File: src/rtl/elevator_call_scheduler.sv
// Button latch and SCAN target selector for the elevator car controller.
// Hands one target floor at a time to the car FSM over a valid/arrived handshake.
module elevator_call_scheduler #(
  parameter int NFLOORS = 8,
  parameter int FW      = 3
) (
  input  logic               clk,
  input  logic               rst,
  input  logic [NFLOORS-1:0] car_call,
  input  logic [NFLOORS-1:0] hall_up,
  input  logic [NFLOORS-1:0] hall_dn,
  input  logic [FW-1:0]      cur_floor,
  input  logic               arrived,
  output logic               tgt_valid,
  output logic [FW-1:0]      tgt_floor,
  output logic               dir_up,
  output logic               retarget,
  output logic [NFLOORS-1:0] pending
);

  typedef enum logic [1:0] {IDLE, PICK, DISPATCH, CLEAR} state_t;

  // Top floor has no up button, ground floor has no down button.
  localparam logic [NFLOORS-1:0] UP_OK = {1'b0, {(NFLOORS-1){1'b1}}};
  localparam logic [NFLOORS-1:0] DN_OK = {{(NFLOORS-1){1'b1}}, 1'b0};

  state_t             state, state_n;
  logic [NFLOORS-1:0] pc, pu, pd;
  logic [FW-1:0]      c;
  logic [NFLOORS-1:0] above, below, win_up, win_dn;
  logic [NFLOORS-1:0] a_up, b_up, a_dn, b_dn;
  logic               here;
  logic [FW-1:0]      sel_floor, rt_floor;
  logic               sel_dir, rt_hit;
  logic [NFLOORS-1:0] rt_set, tgt_onehot, clr_c, clr_u, clr_d;
  logic               do_pick, do_retarget, do_clear;

  function automatic logic [FW-1:0] lowest(input logic [NFLOORS-1:0] v);
    lowest = '0;
    for (int i = NFLOORS - 1; i >= 0; i--)
      if (v[i]) lowest = FW'(i);
  endfunction

  function automatic logic [FW-1:0] highest(input logic [NFLOORS-1:0] v);
    highest = '0;
    for (int i = 0; i < NFLOORS; i++)
      if (v[i]) highest = FW'(i);
  endfunction

  assign c       = (int'(cur_floor) >= NFLOORS) ? FW'(NFLOORS - 1) : cur_floor;
  assign pending = pc | pu | pd;
  assign here    = pending[c];

  // Position masks; the retarget windows exclude floors within one of the car.
  always_comb begin
    above  = '0;
    below  = '0;
    win_up = '0;
    win_dn = '0;
    for (int i = 0; i < NFLOORS; i++) begin
      above[i]  = i > int'(c);
      below[i]  = i < int'(c);
      win_up[i] = (i >= int'(c) + 2) && (i < int'(tgt_floor));
      win_dn[i] = (i + 2 <= int'(c)) && (i > int'(tgt_floor));
    end
  end

  assign a_up = (pc | pu) & above;
  assign b_up = pd & above;
  assign a_dn = (pc | pd) & below;
  assign b_dn = pu & below;

  // With only the opposite hall call left at this floor, turn around so it gets served.
  always_comb begin
    sel_floor = tgt_floor;
    sel_dir   = dir_up;
    if (dir_up) begin
      if (|a_up)      begin sel_floor = lowest(a_up);  sel_dir = 1'b1; end
      else if (|b_up) begin sel_floor = highest(b_up); sel_dir = 1'b1; end
      else if (|a_dn) begin sel_floor = highest(a_dn); sel_dir = 1'b0; end
      else if (|b_dn) begin sel_floor = lowest(b_dn);  sel_dir = 1'b0; end
      else if (here)  begin sel_floor = c; sel_dir = !(pd[c] && !pc[c] && !pu[c]); end
    end else begin
      if (|a_dn)      begin sel_floor = highest(a_dn); sel_dir = 1'b0; end
      else if (|b_dn) begin sel_floor = lowest(b_dn);  sel_dir = 1'b0; end
      else if (|a_up) begin sel_floor = lowest(a_up);  sel_dir = 1'b1; end
      else if (|b_up) begin sel_floor = highest(b_up); sel_dir = 1'b1; end
      else if (here)  begin sel_floor = c; sel_dir = pu[c] && !pc[c] && !pd[c]; end
    end
  end

  always_comb begin
    rt_set   = dir_up ? (a_up & win_up) : (a_dn & win_dn);
    rt_hit   = |rt_set;
    rt_floor = dir_up ? lowest(rt_set) : highest(rt_set);
  end

  always_ff @(posedge clk or posedge rst) begin
    if (rst) state <= IDLE;
    else     state <= state_n;
  end

  always_comb begin
    state_n = state;
    unique case (state)
      IDLE:     if (|pending) state_n = PICK;
      PICK:     state_n = (|pending) ? DISPATCH : IDLE;
      DISPATCH: if (arrived) state_n = CLEAR;
      CLEAR:    state_n = PICK;
      default:  state_n = IDLE;
    endcase
  end

  always_comb begin
    tgt_valid   = 1'b0;
    do_pick     = 1'b0;
    do_retarget = 1'b0;
    do_clear    = 1'b0;
    unique case (state)
      PICK:     do_pick = |pending;
      DISPATCH: begin
        tgt_valid   = 1'b1;
        do_retarget = !arrived && rt_hit;
      end
      CLEAR:    do_clear = 1'b1;
      default:  ;
    endcase
  end

  always_comb begin
    tgt_onehot            = '0;
    tgt_onehot[tgt_floor] = 1'b1;
    clr_c = do_clear ? tgt_onehot : '0;
    clr_u = (do_clear && dir_up) ? tgt_onehot : '0;
    clr_d = (do_clear && !dir_up) ? tgt_onehot : '0;
  end

  // A button held during the clear cycle does not survive the clear.
  always_ff @(posedge clk or posedge rst) begin
    if (rst) begin
      pc <= '0;
      pu <= '0;
      pd <= '0;
    end else begin
      pc <= (pc | car_call) & ~clr_c;
      pu <= (pu | (hall_up & UP_OK)) & ~clr_u;
      pd <= (pd | (hall_dn & DN_OK)) & ~clr_d;
    end
  end

  always_ff @(posedge clk or posedge rst) begin
    if (rst) begin
      tgt_floor <= '0;
      dir_up    <= 1'b1;
      retarget  <= 1'b0;
    end else begin
      retarget <= do_retarget;
      if (do_pick) begin
        tgt_floor <= sel_floor;
        dir_up    <= sel_dir;
      end else if (do_retarget) begin
        tgt_floor <= rt_floor;
      end
    end
  end

endmodule
File: config.mk
export PLATFORM = sky130hd
export DESIGN_NAME = elevator_call_scheduler
export DESIGN_NICKNAME = d
export VERILOG_FILES = /design/src/rtl/elevator_call_scheduler.sv
export SDC_FILE = /design/constraint.sdc
export NUM_CORES = 1
export LEC_CHECK = 0
export CORE_ASPECT_RATIO = 0.9
export CORE_MARGIN = 2
export CORE_UTILIZATION = 45
export CTS_CLUSTER_SIZE = 14
export DETAILED_ROUTE_END_ITERATION = 8
export GPL_TIMING_DRIVEN = 0
export MAX_ROUTING_LAYER = met4
export PLACE_DENSITY = 0.66
export SYNTH_ARGS = -nofsm -noshare
export SYNTH_HDL_FRONTEND = slang
export SYNTH_SLANG_ARGS = --single-unit
File: constraint.sdc
create_clock -name clk -period 5.4 [get_ports clk]
set_clock_uncertainty 0.05 [all_clocks]
set_input_delay 1.08 -clock clk [delete_from_list [all_inputs] [get_ports clk]]
set_output_delay 1.08 -clock clk [all_outputs]
set_load 0.03 [all_outputs]
## Word-level counts from Yosys, hierarchy flattened

Index checks and enable logic that the tools add are counted.

- Add/sub/neg operators: 1
- $lt $le $gt $ge: 41
- Equality and inequality tests: 5
- Multiplexer cells: 91
- Bitwise operators: 18
- Reductions and logical operators: 35

Operators by type and width:

| kind | number |
|---|---|
| $mux W3 | 55 |
| $ge A4 B32 Y1 const A | 3 |
| $ge A3 B32 Y1 const A | 2 |
| $reduce_or A8 Y1 | 6 |
| $and A8 B8 Y8 | 5 |
| $or A8 B8 Y8 | 5 |
| $ge A1 B32 Y1 const A | 1 |
| $ge A2 B32 Y1 const A | 1 |
| $mux W8 | 4 |
| $and A8 B7 Y8 | 3 |
| $not A8 Y8 | 3 |
| $mux W1 | 23 |
| $logic_and A1 B1 Y1 | 20 |
| $gt A3 B3 Y1 const A | 6 |
| $lt A3 B3 Y1 const A | 6 |
| $bmux W1 S3 | 4 |
| $gt A2 B3 Y1 const A | 4 |
| $le A3 B3 Y1 const A | 4 |
| $lt A1 B3 Y1 const A | 4 |
| $lt A2 B3 Y1 const A | 4 |
| $and A8 B6 Y8 | 1 |
| $lt A3 B4 Y1 const B | 2 |
| $or A8 B7 Y8 | 1 |
| $pmux W2 S4 | 1 |
| 13 further kinds | 23 |

- Register bits: 31
- Input bits: 30
- Output and inout bits: 14

## Longest topological paths before layout

Gate-level depths: netlist of run 1.

- Word-level depth: 16
- Gate-level depth with buffers: 11
- Mapped depth without buffers: 10

## Least setup slack after synthesis of run 1

No wires, ideal clock.

- Path type: in2reg
- Start: input port cur_floor[1]
- End: register tgt_floor[2]
- Library setup time: 0.086 ns
- Arrival time: 3.417 ns
- Required time: 5.264 ns
- Slack: 1.847 ns
- Cell stages on the path: 10
- Path buffers: 1
- Cells stage by stage: buf_4 -> inv_2 -> ha_1 -> nor2b_1 -> or3_1 -> o32a_1 -> nor3b_1 -> a31o_2 -> or4_1 -> a32oi_1

- Longest elaborated chain between the ends: 15
- Elaborated cells on any way between the ends: 107

RTL lines:

| item | RTL line | text |
|---|---|---|
| from (decl) | 12 | `input logic [FW-1:0] cur_floor,` |
| $add A3 B2 Y4, or another cell as far along | n/a |  |
| $ge A4 B32 Y1, or another cell as far along | 63 | `win_up[i] = (i >= int'(c) + 2) && (i < int'(tgt_floor));` |
| $logic_and A1 B1 Y1, or another cell as far along | 63 |  |
| $and A8 B7 Y8, or another cell as far along | 93 | `rt_set = dir_up ? (a_up & win_up) : (a_dn & win_dn);` |
| $mux W8 or $mux W3 (tied branches) | 93, 41 |  |
| $mux W3 (4 in a row) | 41 | `if (v[i]) lowest = FW'(i);` |
| $mux W3 (on tied branches) | 41, 81 |  |
| $mux W3 (on tied branches) | 41, 80, 86 |  |
| $mux W3 (on tied branches) | 41, 79, 85 |  |
| $mux W3 (on tied branches) | 95, 78, 84 |  |
| $mux W3 (on tied branches) | 161, 77 |  |
| $mux W3 | 158 | `if (do_pick) begin` |
| to (signal assigned) | 159 | `tgt_floor <= sel_floor;` |
| to (signal assigned) | 162 | `tgt_floor <= rt_floor;` |
| to (decl) | 15 | `output logic [FW-1:0] tgt_floor,` |

Several ways; a longest one is shown, not always the timed one. The select of a mux whose other input is x is not followed.
A chain may end at the register's enable or synchronous reset.

## Final worst setup path of run 1

Same ends and word-level chain as after synthesis.

==> results.toml, run 1 <==
[grt]
grt-ovfl-total = 0
first_global_vias = 2790
grt_pass1_wl_um = 15900
antenna_found_initial = 0
grt_max_degree = 32
grt_use_total = 0.321

[cells_and_area]
stdcell_area_um2 = 3410
antenna_cells = 0
num-fill-cells = 583
drive_gt1_frac = 0.0904
nNetsFinal = 427
area_growth_pct = 22.8

[critical_path]
cp.buffers_inverters = 3
cpMaxStageDelayCell = "clkdlybuf4s50_1"
worstPathMaxFanout = 10
cpPeakStageDelay_ns = 0.61
arrival_ns = 4.47
cp-end-kind = "flop"
critPathRequiredTime_ns = 5.56
crit_type = "input port to flop"
start_kind = "input port"
cp_cell_sequence = "clkdlybuf4s50_1, buf_4, inv_2, ha_1, nor2b_1, or3_1, o32a_1, nor3b_1, a31o_2, or4_1, a32oi_1"
critPathTopFamily = "simple AND/OR/NAND/NOR gates"

[detailed_routing]
vias_per_cell = 6.71
vias = 3082
routedWlPerCell_um = 22.3
ant_nets = 0
dr.pass1.iters = 5
drt_iter0_markers = 314
wirelength_um = 10200
drcViolationCount = 0

[timing]
maxSlewViolCount = 0
max_freq_ghz = 0.232
rsz0062_at_grt = "false"
setup_viol = 0
hold_viol = 0
fin_crit_sh = 0.799
setup_tns_ns = 0
setup_ws_ns = 1.08
worst_pin_slew_ns = 0.735
maxSlewHeadroom = 0.510
min_period_ns = 4.32

[clock_tree]
cts_buffer_depth = 2
cts_resized = 0
post_cts_buffers = 0
path_clk_slew_ns = 0.07
cts_buffers = 5
cts_tree = "done"
cts-hold-fix-buffers = 0
htree_levels = 2
cts.sinks = 31
cts_root_buf = "clkbuf_8"
clk-insertion-delay-late_ns = 0.30

[logic_synthesis]
avgSynthCellArea_um2 = 8.23
synthDistinctLibCells = 62
synth_ff_type = "dfrtp_1"
synthArstFlopShare = 1.00
synthCells = 337
yosysSeqAreaShare = 0.280
syn_nets = 378
synth_area_um2 = 2770
synth_top_area_frac = 0.271
yosysWarnings = 0
synth_top_area_cell = "dfrtp_1"
synth_edf_count = 0
yosys-top-cells-area = "dfrtp_1 27%, ha_1 5.0%, nor2_1 4.9%"
synth_seq_cells = 31

[floorplanning]
pin_count = 44
start_util = 0.459
die_width_um = 86.8
core_area_um2 = 6050
die_y_um = 78.5
dieArea_um2 = 6810
rows = 27

[job]
max_cap_violations = 0

[place]
portBuffers = 41
gp_congestion = 0.961
place_hpwl_um = 7700
dp_slack_ns = 0.848
dpl-instance-area_um2 = 3270

[status]
status = "finished, final reports clean"

[pwr]
p_leak_nw = 1.22
peakVddDrop_uv = 208
p_per_area_nw_per_um2 = 302

[worst_hold_path]
hold_path_class = "flop to flop"
worst reg2reg max path, cell delays in order, from the launching register on:
cell and delay (ns):
dfrtp_1 0.38, clkbuf_1 0.52, nand2_1 0.34, nor4_1 0.51, nor3b_1 0.12, a31o_2 0.26, or4_1 0.51, a32oi_1 0.21
worst paths after layout:
check                             start      endpoint  slack, ns  depth (start not counted)
setup / recovery           cur_floor[1]  tgt_floor[2]       1.08                         11
hold / removal                    pd[0]         pd[0]       0.54                          1
setup reg to reg           tgt_floor[0]  tgt_floor[2]       2.41                          7
hold reg to reg                   pd[0]         pd[0]       0.54                          1
max in group asynchronous           rst        dir_up       3.72                          3
min in group asynchronous           rst         pd[4]       1.04                          2
through the flow:
stage / hold WS [ns] / utilization / total power [mW] / cells
floorplan: 0.464 / - / 0.623 / 337
global placement: 0.527 / 0.541 / 0.799 / 450
detailed placement: 0.528 / 0.541 / 0.800 / 450
CTS: 0.539 / 0.559 / 1.02 / 458
global route: 0.555 / 0.563 / 1.09 / 459
finish: 0.544 / 0.563 / 1.03 / 459
sequential cells by signal (all words and copies together) (netlist names):
| name | count |
|---|---|
| dir_up | 1 |
| pc | 8 |
| pd | 8 |
| pu | 8 |
| retarget | 1 |
| state | 2 |
| tgt_floor | 3 |
area by class of cell:
type                            instances  area (µm²)  area share
Sequential cell                        31         777       0.228
Timing Repair Buffer                   42         438       0.129
Clock buffer                            7        96.3      0.0283
Inverter                               16        60.1      0.0176
Buffer                                 16        75.1      0.0220
Clock inverter                          1        7.51     0.00220
Tap cell                               72        90.1      0.0265
Multi-Input combinational cell        274        1860       0.547
routing by layer:
layer,global-route usage,up-vias,wire [µm]
met5,-,-,0
met4,0.0766,0,197
met3,0.0620,17,993
met2,0.458,186,4400
met1,0.469,1491,4650
li1,-,1388,-
cells by family (layout without fill, tap and decap cells):
group           Yosys count  count (layout)  share of synthesized area
flops                    31              31                      0.280
simple gates            139             139                      0.267
mux                       9               9                     0.0595
fa+ha+maj                11              11                     0.0496
buf+inv                  32              82                     0.0487
compound gates          115             115                      0.295
cell usage after synthesis (3+ instances only):
| cell type | number |
|---|---|
| ha_1 | 11 |
| nand2b_1 | 8 |
| o21bai_1 | 4 |
| o32a_1 | 6 |
| nand2_1 | 24 |
| dfrtp_1 | 30 |
| inv_1 | 14 |
| nor3b_1 | 4 |
| a31oi_1 | 10 |
| nor2_1 | 36 |
| clkbuf_1 | 9 |
| nor4_1 | 8 |
| nor3_1 | 13 |
| o21a_1 | 4 |
| a21boi_0 | 4 |
| o31ai_1 | 3 |
| o211ai_1 | 8 |
| or2_2 | 4 |
| buf_4 | 3 |
| o21ai_0 | 12 |
| buf_2 | 3 |
| nor2b_1 | 9 |
| nor4b_1 | 3 |
| mux4_2 | 6 |
| mux2i_1 | 3 |
| or4_1 | 3 |
| a21o_1 | 4 |
| a21oi_1 | 25 |
| nand3_1 | 6 |
| nand3b_1 | 4 |
| and2_1 | 4 |
| a211oi_1 | 5 |
report_power, final:
part,internal [mW],switching [mW]
Clock,0.116,0.0996
Combinational,0.177,0.295
Sequential,0.275,0.0651
layout by cell type (no fill, tap or decap), types with 10 or more instances in the layout:
| master | netlist | routed |
|---|---|---|
| clkdlybuf4s50_1 | 0 | 41 |
| nor2_1 | 36 | 36 |
| dfrtp_1 | 30 | 30 |
| a21oi_1 | 25 | 25 |
| nand2_1 | 24 | 24 |
| nor3_1 | 13 | 13 |
| inv_1 | 14 | 13 |
| o21ai_0 | 12 | 12 |
| ha_1 | 11 | 11 |
| a31oi_1 | 10 | 10 |
(Power assumes the default switching activity.)
==> run 2: changes to the inputs <==
==> constraint.sdc (replaced) <==
create_clock -name clk -period 4 [get_ports clk]
set_clock_uncertainty 0.05 [all_clocks]
set_input_delay 0.8 -clock clk [delete_from_list [all_inputs] [get_ports clk]]
set_output_delay 0.8 -clock clk [all_outputs]
set_load 0.03 [all_outputs]
==> results.toml, run 2 (same netlist as run 1, synthesis figures left out) <==
[cells_and_area]
reg_top3 = "pc: 8 flops, pd: 8 flops, pu: 8 flops"
final_common_cell = "clkdlybuf4s50_1"
drive_gt1_frac = 0.0904
nNetsFinal = 427
stdcell_area_um2 = 3410
antenna_cells = 0
final_cell_mix = "40 x clkdlybuf4s50_1, 36 x nor2_1, 30 x dfrtp_1, 25 x a21oi_1, 24 x nand2_1"
area_growth_pct = 22.9

[floorplanning]
core_area_um2 = 6050
die_y_um = 78.5
rows = 27
dieArea_um2 = 6810
die_width_um = 86.8
start_util = 0.459
pin_count = 44

[timing]
setup_ws_ns = 0.313
rsz0062_at_grt = "false"
min_period_ns = 3.69
maxSlewHeadroom = 0.508
worst_pin_slew_ns = 0.738
hold_viol = 0
max_freq_ghz = 0.271
fin_crit_sh = 0.922
setup_viol = 0
maxSlewViolCount = 0

[pwr]
seq_power_share = 0.331
p_per_area_nw_per_um2 = 407
peakVddDrop_uv = 281
p_comb_frac = 0.459
p_sw_uw = 622
p_leak_nw = 1.23
p_clk_frac = 0.210
intPower_uw = 766
swShare = 0.448

[clock_tree]
cts-hold-fix-buffers = 0
post_cts_buffers = 0
clk-insertion-delay-late_ns = 0.30
path_clk_slew_ns = 0.07
cts_buffer_depth = 2
cts_buffers = 5
htree_levels = 2
cts_root_buf = "clkbuf_8"
cts_tree = "done"
cts.sinks = 31

[critical_path]
r2r_cells = 7
r2r-start = "tgt_floor[0]"
startpoint = "cur_floor[2]"
critPathRequiredTime_ns = 4.15
r2r_slack_ns = 1.01
cp-end-kind = "flop"
reg2reg_to = "tgt_floor[2]"
crit_type = "input port to flop"
start_kind = "input port"
arrival_ns = 3.84
worstPathMaxFanout = 9

[grt]
antenna_found_initial = 0
grt_use_total = 0.321
grt-ovfl-total = 0
grt_max_degree = 32
grt_pass1_wl_um = 15900
first_global_vias = 2790

[job]
max_cap_violations = 0

[place]
portBuffers = 41
dp_slack_ns = -0.272
dpl-instance-area_um2 = 3270
gp_congestion = 0.961
place_hpwl_um = 7700

[detailed_routing]
wirelength_um = 10300
drcViolationCount = 0
routedWlPerCell_um = 22.3
drt_iter0_markers = 314
dr.pass1.iters = 5
vias = 3102
ant_nets = 0
vias_per_cell = 6.76

[status]
status = "finished, final reports clean"

[worst_hold_path]
hold_path_class = "flop to flop"
holdCritStartpoint = "pd[0]"
min_delay_path_depth = 1
min_to = "pd[0]"
[run 2: cell count changes in the layout (fill, tap and decap cells not counted), sizes merged]
| cell | change |
|---|---|
| clkdlybuf4s50 | -1 |
| dlymetal6s2s | +1 |
[run 2: routing by layer]
layer,vias to the layer above,share of wire,global-route usage,wire length [µm]
li1,1391,-,-,-
met3,25,0.091,0.0620,929
met2,193,0.43,0.458,4390
met5,-,0,-,0
met1,1493,0.46,0.469,4710
met4,0,0.021,0.0766,220
[run 2: layout make-up]
type | count | area, µm²
clock inverters | 1 | 7.51
inverters | 16 | 60.1
plain buffers | 16 | 75.1
flip-flops and latches | 31 | 777
multi-input cells | 274 | 1860
fillers | 583 | 2640
well taps | 72 | 90.1
repair buffers | 42 | 440
clock buffers | 7 | 96.3
[run 2: worst max path at each step]
stage                   end  slack, ns  depth (start not counted)
2_1_floorplan  tgt_floor[2]       0.73                         10
5_1_grt        tgt_floor[0]       0.12                         11
3_5_place_dp   tgt_floor[2]      -0.27                         11
4_1_cts        tgt_floor[2]       0.02                         11
3_3_place_gp   tgt_floor[2]      -0.25                         11
6_report       tgt_floor[0]       0.31                         11
[run 2: critical path, cell delays in order]
cell and delay [ns]:
clkdlybuf4s50_1 0.56, inv_2 0.14, ha_1 0.21, nor2b_1 0.13, clkbuf_1 0.18, o221a_2 0.34
nor3_1 0.45, nand4_1 0.35, o311ai_1 0.37, nand2_1 0.08, a32oi_1 0.23
[run 2: through the flow]
step / total power [mW] / std cells / setup TNS, ns / hold slack, ns / util
6_report: 1.39 / 459 / 0 / 0.546 / 0.564
5_1_grt: 1.47 / 459 / 0 / 0.555 / 0.564
4_1_cts: 1.37 / 458 / 0 / 0.539 / 0.559
3_5_place_dp: 1.08 / 450 / -0.557 / 0.528 / 0.541
3_3_place_gp: 1.08 / 450 / -0.498 / 0.527 / 0.541
2_1_floorplan: 0.841 / 337 / 0 / 0.464 / -
[run 2: repair_timing]
item | 4_1_cts | 5_1_grt
hold endpoints to repair | 0 | 0
setup endpoints to repair | 0 | 3
gates resized for setup | 0 | 1
[run 2: power by group through the flow]
stage	clock network (mW)	logic [mW]	registers, mW
after global placement	0	0.615	0.464
after floorplan	0	0.376	0.465
final	0.291	0.637	0.459
after global routing	0.313	0.693	0.467
after detailed placement	0	0.617	0.463
after CTS	0.297	0.621	0.457
==> patch 1, RTL diff (settings of run 1) <==
The parameter `NFLOORS` goes from 8 to 7.
--- a/src/rtl/elevator_call_scheduler.sv
+++ b/src/rtl/elevator_call_scheduler.sv
@@ -3,3 +3,3 @@
 module elevator_call_scheduler #(
-  parameter int NFLOORS = 8,
+  parameter int NFLOORS = 7,
   parameter int FW      = 3
Ports: changed (resized car_call, hall_dn, hall_up and pending); port bits go from 44 to 40. No check against the original RTL was run, so the function may have changed too.
==> patch 1 against run 1 <==
Sequential cell count down 3; area after synthesis down 6.5%; largest cell class unchanged; critical endpoint is now tgt_floor[1]; worst setup slack worse by 0.17 ns; cell area down 8.6%; critical path type unchanged; clock power down 19%; core utilization down 1.0 points; power down 11%; first-iteration DRC count down 28%; routed wire length down 13%; via count down 11%.
==> patch 1: results (changes against run 1) <==
Power and ir drop
  • Internal power: 0.0005021 W (was 0.0005671 W)
  • Switching pwr: 0.0004114 W (was 0.0004599 W)
  • Comb group: 0.000430 W (was 0.000472 W)
  • Peak VDD IR: 0.1784 mV (was 0.2082 mV)
  • Seq pwr share: 33.8% (was 33.1%)
  • P_leak: 1.142 nW (was 1.219 nW)

Global route
  • Global-route wire length before repair: 14230 µm (was 15930 µm)
  • Largest net degree at the start of global routing: 29 (was 32)
  • Initial antenna violation count: 0 (unchanged)
  • Vias in the first global route: 2577 (was 2790)
  • GRT Total Usage: 28.96% (was 32.11%)

Route
  • Pre-Repair DR Iteration Count: 6 (was 5)
  • DR iter-0 viols: 225 (was 314)
  • DR vias: 2757 (was 3082)
  • Total wire length: 8860 µm (was 10230 µm)

CTS
  • CTS Buf Count: 3 (was 5)
  • PostCTS Resize Cnt: 0 (unchanged)
  • Clock transition at path regs: 0.11 ns (was 0.07 ns)
  • Max H-tree Level: 1 (was 2)

Yosys
  • Adder-cell share of the synthesized area: 5.306% (was 4.962%)
  • Syn Nets: 356 (was 378)
  • Synth unique cells: 69 (was 62)
  • Post-synth top flop: dfrtp_1 (unchanged)
  • Synth top area cells: dfrtp_1 26%, nor2_1 5.5%, ha_1 5.3%, a21oi_1 5.2%, o21ai_0 4.1% (was dfrtp_1 27%, ha_1 5.0%, nor2_1 4.9%, mux4_2 4.9%, a21oi_1 4.5%)
  • Synth top cells by count: 38 x nor2_1, 27 x a21oi_1, 27 x dfrtp_1, 23 x nand2_1, 21 x o21ai_0 (was 36 x nor2_1, 30 x dfrtp_1, 25 x a21oi_1, 24 x nand2_1, 14 x inv_1)
  • Compound-gate portion of the synthesized area: 33.29% (was 29.50%)
  • Post-synthesis mux area share: 6.609% (was 5.954%)
  • Sequential fraction of the synthesis area: 27.06% (was 28.01%)

Placed design
  • Placer congestion estimate: 0.9815 (was 0.9605)
  • Input/output buffers: 36 (was 41)
  • Placed cell area: 0.003042 mm² (was 0.003274 mm²)
  • Post-DP HPWL: 6813 µm (was 7695 µm)

Setup path
  • Worst Setup EP: tgt_floor[1] (was tgt_floor[2])
  • Reg2reg path depth: 8 (was 7)
  • Worst-path maximum fanout: 10 (unchanged)
  • Worst EP arrival: 4.60 ns (was 4.47 ns)
  • CP Launch Point: cur_floor[1] (unchanged)
  • Worst path slowest cell: a2111oi_0 (was clkdlybuf4s50_1)
  • Critical R2R Launch: tgt_floor[1] (was tgt_floor[0])

Run status
  • Status: finished, final reports clean (unchanged)

Final layout
  • Share of cells above drive strength 1: 8.939% (was 9.044%)
  • Regs by FF count: pc (7), pd (7), pu (7) (was pc (8), pd (8), pu (8))
  • Nets: 397 (was 427)
  • Fill cells: 540 (was 583)

STA
  • Measured slew at the worst slew-check pin: 1.084 ns (was 0.7352 ns)
  • Fin. max-slew vios: 0 (unchanged)

Hold path
  • Worst hold path class: reg2reg (unchanged)
[patch 1: worst min-delay path by stage]
stage,from,to,slack [ns],cells after the start
5_1_grt,pd[0],pd[0],0.61,1
2_1_floorplan,pu[6],pu[6],0.48,2
3_3_place_gp,pc[4],pc[4],0.54,2
3_5_place_dp,pc[4],pc[4],0.56,2
6_report,pc[4],pc[4],0.59,2
4_1_cts,pc[4],pc[4],0.58,2
[patch 1: per-stage QoR]
step | setup WS (ns) | instances
finish | 0.9121 | 428
global route | 0.7012 | 428
CTS | 1.024 | 428
detailed placement | 0.7390 | 424
global placement | 0.6982 | 424
floorplan | 1.790 | 318
[patch 1: layer usage]
layer,routed length (µm),track usage (%),vias to the layer above
met2,3778,40.87,132
met4,340,9.355,0
li1,-,-,1275
met1,4042,42.07,1317
met3,699,5.092,33
met5,0,-,-
[patch 1: worst max-delay path, delay by kind of cell]
kind,cells,cell delay (ns)
compound gates,4,1.04
fa+ha+maj,1,0.16
simple gates,4,0.89
buf+inv,4,1.43
[patch 1: area by class of cell]
class                   count  area (µm²)  share of cell area (%)
plain buffers              19       113.9                   3.658
clock buffers               3       41.29                   1.326
clock inverters             1       30.03                  0.9646
inverters                  18       67.56                   2.170
multi-input cells         253        1710                   54.94
flip-flops and latches     28       701.9                   22.55
well taps                  70       87.58                   2.814
repair buffers             36       360.3                   11.58
[patch 1: kinds of logic after synthesis]
logic type | after synthesis
AO/OA/AOI/OAI | 123
AND/OR/NAND/NOR | 106
buffers and inverters | 37
flip-flops | 28
multiplexers | 13
adder cells (fa/ha/maj) | 11
==> patch 2, RTL diff (config.mk and constraints of run 1) <==
Without the edit above. Make the reset (`rst`) synchronous in 3 clocked blocks.
--- a/src/rtl/elevator_call_scheduler.sv
+++ b/src/rtl/elevator_call_scheduler.sv
@@ -97,3 +97,3 @@
 
-  always_ff @(posedge clk or posedge rst) begin
+  always_ff @(posedge clk) begin
     if (rst) state <= IDLE;
@@ -138,3 +138,3 @@
   // A button held during the clear cycle does not survive the clear.
-  always_ff @(posedge clk or posedge rst) begin
+  always_ff @(posedge clk) begin
     if (rst) begin
@@ -150,3 +150,3 @@
 
-  always_ff @(posedge clk or posedge rst) begin
+  always_ff @(posedge clk) begin
     if (rst) begin
Function: differs if rst is asserted again (counterexample within 4 cycles, from zero or initial values and one cycle with rst high); with rst held inactive, the same outputs for 4 cycles.
==> patch 2 against run 1 <==
Sequential cell count unchanged; largest power group is now sequential cells; synthesized cell count increased by 5.9%; area after synthesis is 0.77% higher; power is 30% lower; highest routed layer unchanged; routed wire length fell by 4.0%; worst setup slack lost 0.17 ns; largest cell class unchanged; sequential power shrank 20%; die area is 0.73% higher; cell area shrank 0.66%; count of clock-buffer cells in the layout shrank 1; critical path depth stayed put; via count up 3.2%.
==> patch 2: results (changes against run 1) <==
Route
  • Detailed-routed wire length on met2: 4340 µm (was 4397 µm)
  • DR vias/cell: 6.667 (was 6.715)
  • Metal3 WL: 731 µm (was 993 µm)
  • Met1 wire length: 4429 µm (was 4646 µm)
  • Top sig layer: met4 (unchanged)
  • Total wire length: 9822 µm (was 10230 µm)
  • DR iter-0 viols: 330 (was 314)
  • Pre-Repair DR Iteration Count: 5 (unchanged)

CTS
  • PostCTS Resize Cnt: 0 (unchanged)
  • Clock root cell: clkbuf_8 (unchanged)
  • Insertion delay of the later-clocked pin in the worst-skew pair: 0.29 ns
  • Post-CTS Setup Bufs: 0 (unchanged)
  • Clock Tree Buf Depth: 2 (unchanged)
  • Max H-tree Level: 2 (unchanged)
  • Clock transition at path regs: 0.07 ns (about the same)
  • CTS Buf Count: 5 (unchanged)

Placed design
  • Placer congestion estimate: 0.9244 (was 0.9605)
  • Placed cell area: 0.003296 mm² (was 0.003274 mm²)
  • Input/output buffers: 41 (unchanged)
  • Post-DP HPWL: 7639 µm (was 7695 µm)

Run status
  • Status: finished, final reports clean (unchanged)

Yosys
  • Synth top cells by count: 53 x nor2_1, 31 x dfxtp_1, 24 x a211oi_1, 22 x nand2_1, 18 x o21ai_0 (was 36 x nor2_1, 30 x dfrtp_1, 25 x a21oi_1, 24 x nand2_1, 14 x inv_1)
  • Synth async-reset ratio: 0% (was 100.0%)
  • Sequential fraction of the synthesis area: 22.20% (was 28.01%)
  • Synth unique cells: 69 (was 62)
  • Synth top area cells: dfxtp_1 22%, nor2_1 7.1%, a211oi_1 6.4%, ha_1 4.9%, mux4_2 4.0% (was dfrtp_1 27%, ha_1 5.0%, nor2_1 4.9%, mux4_2 4.9%, a21oi_1 4.5%)
  • Syn Nets: 398 (was 378)
  • Ys Warns: 0 (unchanged)

Setup path
  • Worst EP arrival: 4.64 ns (was 4.47 ns)
  • Worst-path maximum fanout: 10 (unchanged)

Global route
  • Vias in the first global route: 2814 (was 2790)
  • Largest net degree at the start of global routing: 11 (was 32)
  • Global-route wire length before repair: 15380 µm (was 15930 µm)
  • GRT Total Usage: 29.97% (was 32.11%)
  • Grt total ovfl: 0 (unchanged)
  • Initial antenna violation count: 0 (unchanged)

Power and ir drop
  • P_leak: 1.256 nW (was 1.219 nW)
  • Peak VDD IR: 0.1429 mV (was 0.2082 mV)

Hold path
  • Worst hold path class: reg2reg (unchanged)

Final layout
  • Fill cells: 590 (was 583)
  • Antenna Diode Count: 0 (unchanged)
  • Share of cells above drive strength 1: 10.12% (was 9.044%)
  • Regs by FF count: pc (8), pd (8), pu (8) (unchanged)
  • Nets: 446 (was 427)

STA
  • Slew headroom: 42.22% (was 50.99%)
-- patch 2: cell types whose count changed in the layout (fill, tap and decap cells not counted), moves of 7 or more --
cell	delta
a211oi_1	+19
a21oi_1	-15
dfrtp_1	-30
dfxtp_1	+31
nor2_1	+17
or3_1	+7
-- patch 2: layer usage --
metal | up-vias | global-route usage, %
li1 | 1462 | -
met1 | 1511 | 41.66
met2 | 184 | 44.35
met3 | 23 | 3.950
met4 | 0 | 11.25
met5 | - | -
-- patch 2: logic make-up after synthesis --
logic type | Yosys count | synth area share, %
AND/OR/NAND/NOR | 153 | 29.19
AO/OA/AOI/OAI | 117 | 31.47
buffers and inverters | 34 | 5.461
flip-flops | 31 | 22.20
multiplexers | 11 | 6.759
adder cells (fa/ha/maj) | 11 | 4.924
-- patch 2: final timing paths --
kind,from,endpoint,slack (ns),depth (start not counted)
setup / recovery,cur_floor[2],tgt_floor[1],0.92,11
setup reg to reg,pd[5],tgt_floor[0],2.44,8
hold reg to reg,pu[7],pu[7],0.46,1
hold / removal,pu[7],pu[7],0.46,1
-- patch 2: through the flow --
stage | util (%) | instances | worst slack (ns)
finish | 55.95 | 477 | 0.9155
global route | 55.95 | 477 | 0.6466
floorplan | - | 357 | 2.017
CTS | 55.95 | 477 | 1.015
detailed placement | 54.50 | 470 | 0.7310
global placement | 54.50 | 470 | 0.6448
-- patch 2: worst max-delay path, stage by stage --
cell	delay, ns
clkdlybuf4s50_1	0.60
buf_2	0.30
inv_2	0.17
ha_1	0.26
buf_1	0.25
nor3_1	0.77
a32oi_1	0.27
and2_1	0.21
o41ai_1	0.37
a211oi_1	0.11
a211oi_1	0.23
-- patch 2: layout make-up --
cell class,count,area [µm²],share of cell area (%)
Buffer,23,111.4,3.291
Clock buffer,6,82.58,2.441
Clock inverter,1,5.005,0.1479
Inverter,11,41.29,1.220
Multi-Input combinational cell,292,2022,59.76
Sequential cell,31,620.6,18.34
Tap cell,72,90.09,2.663
Timing Repair Buffer,41,410.4,12.13
-- patch 2: report_power, final --
group	leakage, nW	switching (W)	total, W	internal (W)
registers	0.258	0.0000269	0.000272	0.000245
logic	0.951	0.000154	0.000262	0.000109
clock network	0.0470	0.0000898	0.000190	0.0000999
